===== src/rtl/bsg_parallel_in_serial_out_multi.sv =====
// bsg_parallel_in_serial_out_multi: multi-lane enqueue, single-word dequeue shifting FIFO.
module bsg_parallel_in_serial_out_multi #(
   parameter int width_p  = 1,
   parameter int els_p    = 1,
   parameter int in_els_p = els_p
) (
   input  logic                          clk_i,
   input  logic                          reset_n_i,
   input  logic [$clog2(in_els_p+1)-1:0] v_cnt_i,
   input  logic [in_els_p*width_p-1:0]   data_i,
   output logic [$clog2(in_els_p+1)-1:0] yumi_cnt_o,
   output logic                          valid_o,
   output logic [width_p-1:0]            data_o,
   input  logic                          yumi_i,
   output logic [$clog2(els_p+1)-1:0]    count_o
);
   localparam int cnt_w = $clog2(in_els_p+1);
   localparam int ptr_w = $clog2(els_p+1);
   localparam int idx_w = ptr_w + 1;

   logic [width_p-1:0] data_q [els_p];
   logic [width_p-1:0] data_d [els_p];
   logic [els_p-1:0]   valid_q, valid_d;
   logic [ptr_w-1:0]   count_q;
   logic [idx_w-1:0]   free, base, count_d;
   logic               deq;

   if (els_p < in_els_p) begin : g_bad_depth
      $error("els_p must be >= in_els_p");
   end

   assign valid_o = valid_q[0];
   assign data_o  = data_q[0];
   assign count_o = count_q;
   assign deq     = yumi_i & valid_o;
   // free space comes only from registered occupancy, keeping yumi_i off the accept path
   assign free       = idx_w'(els_p) - idx_w'(count_q);
   assign yumi_cnt_o = !reset_n_i ? '0 : (idx_w'(v_cnt_i) > free) ? cnt_w'(free) : v_cnt_i;
   assign base       = idx_w'(count_q) - idx_w'(deq);
   assign count_d    = base + idx_w'(yumi_cnt_o);

   always_comb begin
      data_d  = data_q;
      valid_d = '0;
      for (int i = 0; i < els_p-1; i++)
         if (deq) data_d[i] = data_q[i+1];
      for (int k = 0; k < in_els_p; k++)
         for (int i = 0; i < els_p; i++)
            if (idx_w'(k) < idx_w'(yumi_cnt_o) && base + idx_w'(k) == idx_w'(i))
               data_d[i] = data_i[k*width_p +: width_p];
      for (int i = 0; i < els_p; i++)
         valid_d[i] = idx_w'(i) < count_d;
   end

   always_ff @(posedge clk_i) begin
      data_q <= data_d;
      if (!reset_n_i) begin
         count_q <= '0;
         valid_q <= '0;
      end else begin
         count_q <= count_d[ptr_w-1:0];
         valid_q <= valid_d;
      end
   end

   always_ff @(posedge clk_i)
      if (reset_n_i) begin
         assert (!(yumi_i && !valid_o)) else $error("yumi_i asserted while empty");
         assert (v_cnt_i <= cnt_w'(in_els_p)) else $error("v_cnt_i exceeds in_els_p");
         assert (32'(count_q) == $countones(valid_q)) else $error("count/valid disagree");
      end
endmodule

===== config.mk =====
export PLATFORM = sky130hd
export DESIGN_NAME = bsg_parallel_in_serial_out_multi
export DESIGN_NICKNAME = d
export VERILOG_FILES = /design/src/rtl/bsg_parallel_in_serial_out_multi.sv
export SDC_FILE = /design/constraint.sdc
export NUM_CORES = 1
export LEC_CHECK = 0
export CAP_MARGIN = 20
export CORE_AREA = 3 3 40 42
export DETAILED_ROUTE_END_ITERATION = 8
export DIE_AREA = 0 0 43 45
export PLACE_DENSITY = 0.34
export SETUP_SLACK_MARGIN = 0.5
export SYNTH_ARGS = -nofsm -noshare
export SYNTH_HDL_FRONTEND = slang
export SYNTH_SLANG_ARGS = --single-unit

===== constraint.sdc =====
create_clock -name clk_i -period 1.36 [get_ports clk_i]
set_input_delay 0.204 -clock clk_i [delete_from_list [all_inputs] [get_ports clk_i]]
set_output_delay 0.204 -clock clk_i [all_outputs]
set_load 0.02 [all_outputs]

# Word-level counts from Yosys, hierarchy flattened
# Cells that the tools add are included.
[word_totals]
regBits = 3
word_cells = 14
inputBits = 5
[classes]
n_lt_le_gt_ge = 3
mux = 2
reduce_logical = 2
add_sub_neg = 3
bitwise = 1
[ops]
columns = ["operator", "count"]
rows = [
  ["adder 2 x 1 -> 2 bit", 1],
  ["greater-than comparator 1 x 2 -> 1 bit", 1],
  ["zero test 2 bit", 1],
  ["less-than comparator 1 x 2 -> 1 bit (first input constant)", 1],
  ["two-way mux 1 bit", 2],
  ["subtractor 1 x 1 -> 2 bit", 1],
  ["subtractor 1 x 1 -> 2 bit (first input constant)", 1],
  ["AND 1 bit", 1],
  ["logical AND 1 bit", 1],
  ["less-than comparator 1 bit (first input constant)", 1],
]

# Longest topological paths before layout
[depth]
depth_word = 6
depth_mapped = 6
ltp_nobuf = 6

# Worst setup path after synthesis
# No wires, ideal clock.
[synth_path]
path_kind = "reg2reg"
startpoint = "register valid_q (netlist: valid_o)"
endpoint = "register valid_q (netlist: valid_o)"
stages_incl_launch_ff = 7
arrival_time_ns = 1.299
n_path_buf = 0
period_less_slack_ns = 1.413
setup_slack_ns = -0.053
required_ns = 1.245
cell_sequence = "dfxtp_1 > and2_1 > ha_1 > inv_1 > ha_1 > xor2_1 > o21a_1"
[synth_between]
elab_chain_len = 4
[synth_lines]
columns = ["element", "line_no", "rtl"]
rows = [
  ["start, declared", "23", "logic [els_p-1:0] valid_q, valid_d;"],
  ["start signal, assigned", "62", "valid_q <= valid_d;"],
  ["AND 1 bit", "35", "assign deq = yumi_i & valid_o;"],
  ["subtractor 1 x 1 -> 2 bit", "39", "assign base = idx_w'(count_q) - idx_w'(deq);"],
  ["adder 2 x 1 -> 2 bit", "40", "assign count_d = base + idx_w'(yumi_cnt_o);"],
  ["less-than comparator 1 x 2 -> 1 bit", "52", "valid_d[i] = idx_w'(i) < count_d;"],
]
# Every way passes these cells.
# A chain may end at the register's enable or synchronous reset.

# Final worst setup path
# Same ends and word-level chain as after synthesis.

==> run metrics <==
worst vdd ir around 480 uV; Synth cell types 8; net count after synthesis 21; Synth area leader dfxtp_1; Mapped Avg Cell Area between 10 and 15 um2; CTS max path bufs 2; synthesized area around 150 um2; Max Cap Viol 0; Hold WC Path Type in -> reg; Sum Neg Setup Slack 0 ns; crit-path cells and2_4, ha_4, inv_2, ha_4, xor2_1, o21a_1; die height 45 um; number of diodes 0; status completed; Die ar. 0.00194 mm2; Max-slew headroom 0.914; FF-to-FF path depth 6; Hold Path Depth 3; Slew @ Worst Pin around 0.13 ns; Net Sw Power between 0.2 and 0.3 mW; Critical Path Max Stage Delay 0.33 ns; via count ~150; htree depth 1; TritonRoute pass-1 iters 1; CP max FO 2; CP dominant cell by count ha_4; RSZ-0062 raised after global routing true; # setup viols final 0; Ys Warns 0; CP max stage cell dfxtp_4; Hold Startpoint reset_n_i; skew final between 0.004 and 0.005 ns; register share of total power 0.199; Initial Util 0.117; Tmin final 1.33 ns; f_max between 700 and 800 MHz; vias per cell about 3.3; first-pass GRT wire length around 620 um; Hold Worst Slack around 0.32 ns; final hold violations 0; Synth Register Bits 3; Seq/Total Area, Yosys 0.467; Remaining Overflow, GRT 0; Critical Path End Type register; clk slew on worst S/H paths roughly 0.04 ns; Final #Nets just over 40; Die Wd 43 um; gpl congestion between 0.5 and 0.6; WS Path Type reg -> reg; Final period util 0.981; worst reg2reg endpoint valid_o; Area growth, synth to finish 167%; fill count about 130; routed wire length 416 um; vias in the first global route between 150 and 200; CTS tree built; per-cell routed wire length approximately 9 um; Yosys top cell area share 0.267; antenna viol nets, final 0; initial antenna violation count 0; clock share of power 0.195; RR Startpoint valid_o; switching share of power 0.315; Arrival @ worst endpoint about 1.5 ns; GRT Resource Usage Total 0.0517; Reg2Reg Setup Slack ~0.026 ns; cts hold-fix bufs 0; PD cells 2000 mW/mm2; DRC Markers 0; Post-Synthesis Cells 13; layout cells sized above 1 0.750; combinational group share of total power 0.606; row count 13; IO Pins 9; clk_lat worst skew between 0.2 and 0.25 ns; Clock Sinks 3; Final Max Tran Viols 0; Int Power 0.549 mW; crit path launch type register; largest net degree at the start of global routing 3; CORE AREA 0.00128 mm2; Crit path required time approximately 1.5 ns; Pleak approximately 0.19 nW; PortBufs 8; Hold Path End valid_o; initial DRC count 0; clock buffer count from CTS 3; Post-DP HPWL 319 um; largest cells by area after synthesis dfxtp_1 (27%), ha_1 (25%), edfxtp_1 (20%); clk root buf clkbuf_4
==> per-stage QoR <==
step / std cells / setup slack, ns / utilization / total power [mW] / instance area (um2)
6_report: 47 / 0.0256 / 0.312 / 0.802 / 400
5_1_grt: 47 / 0.00330 / 0.312 / 0.861 / 400
4_1_cts: 43 / 0.0246 / 0.264 / 0.676 / 339
3_5_place_dp: 39 / -0.313 / 0.241 / 0.510 / 309
3_3_place_gp: 39 / -0.306 / 0.241 / 0.510 / 309
2_1_floorplan: 13 / 0.0306 / - / 0.359 / 188
==> routing by layer <==
layer	wire, um	GRT usage	up-vias
met3	35	0.0199	0
met4	0	0.0904	0
met5	0	0	-
met1	155	0.0386	67
met2	225	0.0778	7
li1	-	-	80
==> layout by cell type, fill, tap and decap left out, drive strengths merged <==
master and instances:
and2 2, edfxtp 1, ha 3, buf 11, o21a 1, dfxtp 2, clkbuf 4, dlymetal6s2s 2
clkdlybuf4s50 1, inv 2, xor2 1, dlygate4sd2 1, and3 1
==> registers in the layout, indices dropped and copies added (netlist names) <==
register and cells:
valid_o 1, count_o 1, data_o 1
==> cells in the mapped netlist <==
| cell type | count |
|---|---|
| and2_1 | 2 |
| and3_1 | 1 |
| dfxtp_1 | 2 |
| edfxtp_1 | 1 |
| ha_1 | 3 |
| inv_1 | 2 |
| o21a_1 | 1 |
| xor2_1 | 1 |
==> area by class of cell <==
class                           instances  area, um2  share of cell area
Timing Repair Buffer                   15        153               0.381
Multi-Input combinational cell          8        120               0.300
Sequential cell                         3       75.1               0.188
Clock buffer                            4       26.3              0.0656
Tap cell                               15       18.8              0.0469
Inverter                                2       7.51              0.0188
==> power groups by stage <==
stage | Clock [mW] | Sequential, mW | Combinational [mW]
after detailed placement | 0 | 0.159 | 0.352
after global routing | 0.170 | 0.163 | 0.528
final | 0.157 | 0.159 | 0.486
after global placement | 0 | 0.155 | 0.355
after floorplan | 0 | 0.198 | 0.161
after CTS | 0.164 | 0.159 | 0.352
==> critical path, delay by kind of cell, from the launching register on <==
kind	cells	cell delay, ns
XOR/XNOR	1	0.13
adder cells (fa/ha/maj)	2	0.41
buffers and inverters	1	0.04
AO/OA/AOI/OAI	1	0.17
flip-flops	1	0.33
AND/OR/NAND/NOR	1	0.14
==> logic make-up (layout without fill, tap and decap cells) <==
kind of cell / count (synthesis) / in the layout / synth area share
AND/OR/NAND/NOR: 3 / 3 / 0.125
adder cells (fa/ha/maj): 3 / 3 / 0.250
AO/OA/AOI/OAI: 1 / 1 / 0.0500
buffers and inverters: 2 / 21 / 0.0500
flip-flops: 3 / 3 / 0.467
XOR/XNOR: 1 / 1 / 0.0583
==> worst max-delay path by stage <==
stage / from / to / slack (ns) / cells after the start
2_1_floorplan: valid_o / valid_o / 0.03 / 6
3_3_place_gp: reset_n_i / yumi_cnt_o / -0.31 / 3
3_5_place_dp: reset_n_i / yumi_cnt_o / -0.31 / 3
4_1_cts: valid_o / valid_o / 0.02 / 6
5_1_grt: valid_o / valid_o / 0.003 / 6
6_report: valid_o / valid_o / 0.03 / 6
==> what timing repair did <==
item,4_1_cts,5_1_grt
endpoints found under the setup margin,7,7
endpoints found under the hold margin,0,0
pin swaps,0,4
setup buffers,0,4
resized for setup,20,13
(Power assumes the default switching activity.)
